$ cat src/rtl/fir_pkg.sv
// rtl/fir_pkg.sv - shared widths and saturation limits for the FIR tap multiplier
package fir_pkg;

  function automatic int prod_w(input int a_w, input int b_w);
    return a_w + b_w;
  endfunction

  function automatic longint sat_max(input int out_w);
    return (longint'(1) <<< (out_w - 1)) - 1;
  endfunction

  function automatic longint sat_min(input int out_w);
    return -(longint'(1) <<< (out_w - 1));
  endfunction

endpackage

$ cat src/rtl/fir_pipe_mult_if.sv
// rtl/fir_pipe_mult_if.sv - sample/coefficient in, rounded product out, valid/ready both sides
interface fir_pipe_mult_if #(
  parameter int A_W   = 16,
  parameter int B_W   = 16,
  parameter int OUT_W = 16
);
  logic             in_valid;
  logic             in_ready;
  logic [A_W-1:0]   a;
  logic [B_W-1:0]   b;
  logic             out_valid;
  logic             out_ready;
  logic [OUT_W-1:0] res;
  logic             ovf;

  modport master (
    output in_valid, a, b, out_ready,
    input  in_ready, out_valid, res, ovf
  );

  modport slave (
    input  in_valid, a, b, out_ready,
    output in_ready, out_valid, res, ovf
  );
endinterface

$ cat src/rtl/fir_round_sat.sv
// rtl/fir_round_sat.sv - round-half-up shift and narrow of the full product
// Saturates out-of-range results when FIR_MULT_SAT_EN is defined, wraps otherwise.
module fir_round_sat
  import fir_pkg::*;
#(
  parameter int A_W   = 16,
  parameter int B_W   = 16,
  parameter int OUT_W = 16,
  parameter int SHIFT = 15
) (
  input  logic signed [prod_w(A_W, B_W)-1:0] p,
  output logic signed [OUT_W-1:0]            res,
  output logic                               ovf
);
  localparam int RW = prod_w(A_W, B_W) + 1;
  localparam logic signed [RW-1:0] MAXV = RW'(sat_max(OUT_W));
  localparam logic signed [RW-1:0] MINV = RW'(sat_min(OUT_W));

  // One guard bit keeps (-2^(A_W-1))*(-2^(B_W-1)) + half from overflowing the adder
  logic signed [RW-1:0] pe;
  logic signed [RW-1:0] r;

  assign pe = {p[RW-2], p};

  generate
    if (SHIFT > 0) begin : g_rnd
      localparam logic signed [RW-1:0] HALF = RW'(1) << (SHIFT - 1);
      assign r = (pe + HALF) >>> SHIFT;
    end else begin : g_nornd
      assign r = pe;
    end
  endgenerate

  assign ovf = (r > MAXV) || (r < MINV);

`ifdef FIR_MULT_SAT_EN
  assign res = ovf ? (r[RW-1] ? MINV[OUT_W-1:0] : MAXV[OUT_W-1:0]) : r[OUT_W-1:0];
`else
  assign res = r[OUT_W-1:0];
`endif

endmodule

$ cat src/rtl/fir_pipe_mult.sv
// rtl/fir_pipe_mult.sv - pipelined signed tap multiplier with global-stall backpressure
// Narrowing behaviour selected by FIR_MULT_SAT_EN (see fir_round_sat).
module fir_pipe_mult
  import fir_pkg::*;
#(
  parameter int A_W    = 16,
  parameter int B_W    = 16,
  parameter int OUT_W  = 16,
  parameter int SHIFT  = 15,
  parameter int STAGES = 3
) (
  input logic            clk,
  input logic            rst_n,
  fir_pipe_mult_if.slave bus
);
  localparam int PW = prod_w(A_W, B_W);

  logic                    en;
  logic [STAGES-1:0]       vld;
  logic signed [PW-1:0]    prod;
  logic signed [PW-1:0]    p_last;
  logic signed [OUT_W-1:0] rs_res;
  logic                    rs_ovf;
  logic signed [OUT_W-1:0] res_q;
  logic                    ovf_q;

  // Whole pipeline freezes while a result is waiting on the accumulator
  assign en            = !(vld[STAGES-1] && !bus.out_ready);
  assign bus.in_ready  = en;
  assign bus.out_valid = vld[STAGES-1];
  assign bus.res       = res_q;
  assign bus.ovf       = ovf_q;

  assign prod = $signed({{B_W{bus.a[A_W-1]}}, bus.a}) * $signed({{A_W{bus.b[B_W-1]}}, bus.b});

  always_ff @(posedge clk) begin
    if (!rst_n) begin
      vld <= '0;
    end else if (en) begin
      vld[0] <= bus.in_valid;
      for (int i = 1; i < STAGES; i++) vld[i] <= vld[i-1];
    end
  end

  generate
    if (STAGES == 1) begin : g_flat
      assign p_last = prod;
    end else begin : g_pipe
      logic signed [PW-1:0] p_q [STAGES-1];

      always_ff @(posedge clk) begin
        if (!rst_n) begin
          for (int i = 0; i < STAGES - 1; i++) p_q[i] <= '0;
        end else if (en) begin
          p_q[0] <= prod;
          for (int i = 1; i < STAGES - 1; i++) p_q[i] <= p_q[i-1];
        end
      end

      assign p_last = p_q[STAGES-2];
    end
  endgenerate

  fir_round_sat #(
    .A_W  (A_W),
    .B_W  (B_W),
    .OUT_W(OUT_W),
    .SHIFT(SHIFT)
  ) u_round_sat (
    .p  (p_last),
    .res(rs_res),
    .ovf(rs_ovf)
  );

  always_ff @(posedge clk) begin
    if (!rst_n) begin
      res_q <= '0;
      ovf_q <= 1'b0;
    end else if (en) begin
      res_q <= rs_res;
      ovf_q <= rs_ovf;
    end
  end

endmodule

$ cat src/flat_wrapper.sv
// flat-port wrapper written by rule: the top's interface ports become plain ports
module fir_pipe_mult_flat import fir_pkg::*;
#(
  parameter int A_W    = 16,
  parameter int B_W    = 16,
  parameter int OUT_W  = 16,
  parameter int SHIFT  = 15,
  parameter int STAGES = 3
)
  (clk, rst_n, bus_in_valid, bus_a, bus_b, bus_out_ready, bus_in_ready, bus_out_valid, bus_res, bus_ovf);
  fir_pipe_mult_if #(.A_W(A_W), .B_W(B_W), .OUT_W(OUT_W)) bus_i ();
  input logic clk;
  input logic rst_n;
  input wire logic [$bits(bus_i.in_valid)-1:0] bus_in_valid;
  input wire logic [$bits(bus_i.a)-1:0] bus_a;
  input wire logic [$bits(bus_i.b)-1:0] bus_b;
  input wire logic [$bits(bus_i.out_ready)-1:0] bus_out_ready;
  output wire logic [$bits(bus_i.in_ready)-1:0] bus_in_ready;
  output wire logic [$bits(bus_i.out_valid)-1:0] bus_out_valid;
  output wire logic [$bits(bus_i.res)-1:0] bus_res;
  output wire logic [$bits(bus_i.ovf)-1:0] bus_ovf;
  assign bus_i.in_valid = bus_in_valid;
  assign bus_i.a = bus_a;
  assign bus_i.b = bus_b;
  assign bus_i.out_ready = bus_out_ready;
  assign bus_in_ready = bus_i.in_ready;
  assign bus_out_valid = bus_i.out_valid;
  assign bus_res = bus_i.res;
  assign bus_ovf = bus_i.ovf;
  fir_pipe_mult #(.A_W(A_W), .B_W(B_W), .OUT_W(OUT_W), .SHIFT(SHIFT), .STAGES(STAGES)) u_core (.clk(clk), .rst_n(rst_n), .bus(bus_i));
endmodule
$ cat config.mk
export PLATFORM = sky130hd
export DESIGN_NAME = fir_pipe_mult_flat
export DESIGN_NICKNAME = d
export VERILOG_FILES = /design/src/rtl/fir_pkg.sv /design/src/rtl/fir_pipe_mult_if.sv /design/src/rtl/fir_round_sat.sv /design/src/rtl/fir_pipe_mult.sv /design/src/flat_wrapper.sv
export SDC_FILE = /design/constraint.sdc
export NUM_CORES = 1
export LEC_CHECK = 0
export ABC_AREA = 1
export BUFFER_PORTS_ARGS = -buffer_cell sky130_fd_sc_hd__buf_4
export CAP_MARGIN = 25
export CORE_MARGIN = 2
export CORE_UTILIZATION = 40
export CTS_CLUSTER_SIZE = 28
export DETAILED_ROUTE_END_ITERATION = 10
export PLACE_DENSITY_LB_ADDON = 0.1
export SYNTH_ARGS = -nofsm -noshare
export SYNTH_HDL_FRONTEND = slang
export SYNTH_SLANG_ARGS = --single-unit
$ cat constraint.sdc
create_clock -name clk -period 8.6 [get_ports clk]
set_input_delay 0.86 -clock clk [delete_from_list [all_inputs] [get_ports clk]]
set_output_delay 0.86 -clock clk [all_outputs]
set_load 0.01 [all_outputs]
Yosys cells after proc, flatten, opt, wreduce, memory -nomap -nowiden
Memories as Yosys holds them, arrays and structs flattened.
Cells that the tools add are included.
{ "op_classes": {"n_addsub": 1, "mul": 1, "magnitude_cmp": 2, "n_mux": 6, "bitwise": 2, "reduce_logical": 4} }
{ "op_table": {"columns": ["op", "n"], "rows": [
  ["$mux W32", 2],
  ["$add A32 B16 Y33 const B", 1],
  ["$mul A16 B16 Y32", 1],
  ["$gt A18 B16 Y1 const B", 1],
  ["$lt A18 B16 Y1 const B", 1],
  ["$mux W1", 4],
  ["$logic_not A1 Y1", 2],
  ["$or A1 B1 Y1", 2],
  ["$logic_and A1 B1 Y1", 1],
  ["$logic_or A1 B1 Y1", 1]
]} }
{ "totals": {"ff_bits": 20, "ramBits": 64, "inputBits": 36, "mem_count": 1} }
{ "mem_list": {"columns": ["name", "depth", "width", "rd", "rd_clocked_by_memory_dff", "wr", "line", "rtl"], "rows": [
  ["u_core.g_pipe.p_q", 2, 32, 2, 0, 2, "fir_pipe_mult.sv:49", "logic signed [PW-1:0] p_q [STAGES-1];"]
]} }

Depth between registers and ports, before layout
{ "logic_depth": {"depth_word": 6, "ltp_mapped": 28, "ltp_nobuf": 26} }

Modules after synthesis
A second synthesis with hierarchy kept.
{ "unflattened": {"hier_cells": 1846, "hier_area_um2": 14416.3} }
{ "modules_own_cells": {"columns": ["mod", "instances", "cells_per_inst", "area_per_inst_um2"], "rows": [
  ["fir_pipe_mult", 1, 1769, 13974.7],
  ["fir_round_sat", 1, 77, 441.7]
]} }

Worst setup path after synthesis
Ideal clock, no wire load.
{ "synth_timing": {"kind": "input to register", "from": "input bus_b[5]", "to": "memory u_core.g_pipe.p_q[0][27] in the netlist's numbering, data pin", "setup_time_ns": 0.255, "arrival_ns": 5.994, "t_required_ns": 8.345, "path_slack_ns": 2.351, "stages": 20, "path_buffers": 2, "cell_sequence": "clkbuf_1 clkbuf_1 nand2_1 fa_1 inv_1 fa_1 fa_1 fa_1 fa_1 inv_1 fa_1 inv_1 ha_1 nand2_1 nor2_1 nand2_1 nor4_1 nand2_1 a21oi_1 nor2_1"} }
{ "synth_rtl": {"columns": ["item", "line", "rtl"], "rows": [
  ["start, declared", "flat_wrapper.sv:16", "input wire logic [$bits(bus_i.b)-1:0] bus_b;"],
  ["end, declared", "fir_pipe_mult.sv:49", null]
]} }

==> metrics.txt <==
run status=finished clean; Setup WS pre-CTS=1994 ps; Hold EP=u_core.bus.res[14]; Setup Skew=6.868 ps; core area=31640 um^2; vias in the first global route=10598; max_cap viols=0; TritonCTS clock tree=done; Detailed Place HPWL=26210 um; Num CTS Buffers=5; # hold bufs at CTS=0; Max Fanout on Critical Path=16; worst r2r dst=u_core.g_pipe.p_q[0][61]; syn nets=2066; ratio of final minimum period to clock period=72.95%; met1 global-route usage=27.48%; DR vias/cell=4.666; layout cells sized above 1=4.489%; P&R area growth vs syn=6.671%; port bufs=54; GRT Max-Usage Layer=met2; clock tree root buffer cell=clkbuf_16; commonest non-fill, non-tap cell in the layout=inv_1; grt met3 use=1.902%; commonest cells after routing, fill and taps aside=inv_1 (524), nand2_1 (434), fa_1 (261), nor2_1 (110), ha_1 (80); CTS max path bufs=2; actual slew at the worst max-slew pin=819.9 ps; Vias=9776; post-synth top area cell=fa_1; RSZ-0062 raised after global routing=false; Post-CTS Resized=0; crit path launch=bus_b[4]; final setup fails=0; GRT Total Usage=20.29%; Required @ worst endpoint=8660 ps; fmax=159.4 MHz; Placed Cells=2087; Seq/Total Area, Yosys=11.50%; Mapped Area=12890 um^2; Fin. Hold Viols=0; worst-skew pair later-pin latency=300 ps; Setup TNS Final=0 ps; die width=183.5 um; Synth top area share=40.55%; Hold Crit Start=u_core.bus.res[14]; drt drc=0; Routed Antenna Nets=0; Initial Utilization=40.73%; Yosys cell types=29; Max H-tree Level=2; # nets final=2069; number of diodes=0; hold depth=2; WL per Instance=14.89 um; site row count=65; crit path kind=in2reg; Non-Filler Instances=2095; Worst slew margin=45.28%; clk slew on worst S/H paths=80 ps; chip height=183.5 um; pin count of the biggest net entering global routing=37; Post-CTS Setup Bufs=0; grt total ovfl=0; worst reg-to-reg setup slack=6630 ps; Critical R2R Launch=u_core.vld[2]; Mapped Cells=1689; Worst Reg-to-Reg Cells=6; crit start category=input pin; synth warn=0; Routed WL=31190 um; Final WS setup=2326 ps; CTS Sinks=56; initial antenna violation count=0; RD Place Congestion=0.8531; I/O pins=55; first-pass GRT wire length=54210 um; WP data arrival=6330 ps; syn_area_per_cell=7.629 um^2; synthesized flop and latch total=56; Worst Hold Class=reg2reg; Tmin final=6274 ps; max-slew violation count=0; DRT iter0 DRCs=522; Crit. End Element=register; grt met2 use=36.21%; die area=33670 um^2; top cells by area, synth=fa_1 (41%), inv_1 (15%), nand2_1 (13%), edfxtp_1 (8.4%), ha_1 (7.8%); TritonRoute pass-1 iters=5
[worst max-delay path, stage by stage]
cell	delay, ps
buf_4	220
nand2_1	170
fa_1	560
inv_1	70
fa_1	850
fa_1	520
fa_1	470
fa_1	550
inv_1	60
fa_1	530
inv_1	40
ha_1	360
nand2_1	110
nor2_1	220
nand2_1	160
nor4_1	190
nand2_1	140
a21oi_1	140
nor2_1	60
[cells in the mapped netlist]
cell type    n
a21o_1       1
a21oi_1     40
a22o_1       1
a31oi_1      3
a32o_1       2
buf_1        1
buf_2        3
clkbuf_1    56
dfxtp_1     20
edfxtp_1    36
fa_1       261
ha_1        80
inv_1      524
nand2_1    434
nand2_2      3
nand3_1     24
nand3b_1     3
nand4_1      7
nor2_1     111
nor2_2       2
nor2_4       1
nor3_1      10
nor4_1       3
o21ai_0     38
o21bai_1     6
o22ai_1      1
or2_2        6
xnor2_1      7
xor2_1       5
[sequential cells by signal (all words and copies together) (netlist names)]
signal and count:
u_core.g_pipe.p_q 36, u_core.bus.res 16, u_core.vld 3, u_core.bus.ovf 1
[logic make-up after synthesis]
group,count (synthesis),synth area share (%)
compound gates,92,3.855
xor+xnor,12,0.8156
fa+ha+maj,341,48.32
buf+inv,584,17.04
flops,56,11.50
simple gates,604,18.48
[metrics by stage]
step	hold WS, ps	cell area, um^2	util (%)
CTS	458.1	13750	43.45
global placement	440.2	13580	42.93
floorplan	436.4	12890	-
global route	483.3	13750	43.45
finish	457.2	13750	43.45
detailed placement	442.7	13580	42.93
[routing by layer]
layer / wire length (um) / vias up
met5: 0 / -
met4: 357 / 0
met3: 1066 / 23
met2: 15390 / 143
met1: 14380 / 4830
li1: - / 4780
[layout make-up]
type / count / area [um^2]
well taps: 402 / 503.0
clock buffers: 7 / 153.9
inverters: 524 / 1967
flip-flops and latches: 56 / 1481
clock inverters: 1 / 8.758
repair buffers: 56 / 420.4
fillers: 3310 / 17890
multi-input cells: 1049 / 9211
[how the worst max path moves through the flow]
| stage | slack [ps] | to | depth (start not counted) |
|---|---|---|---|
| after CTS | 2290 | u_core.g_pipe.p_q[0][27] | 19 |
| after global routing | 1940 | u_core.g_pipe.p_q[0][27] | 19 |
| after floorplan | 2350 | u_core.g_pipe.p_q[0][27] | 20 |
| final | 2330 | u_core.g_pipe.p_q[0][27] | 19 |
| after global placement | 2000 | u_core.g_pipe.p_q[0][27] | 19 |
| after detailed placement | 1990 | u_core.g_pipe.p_q[0][27] | 19 |
Power is left out: the tool's default activity adds up to more than one toggle a clock period on the data nets, which glitch-free logic cannot reach.
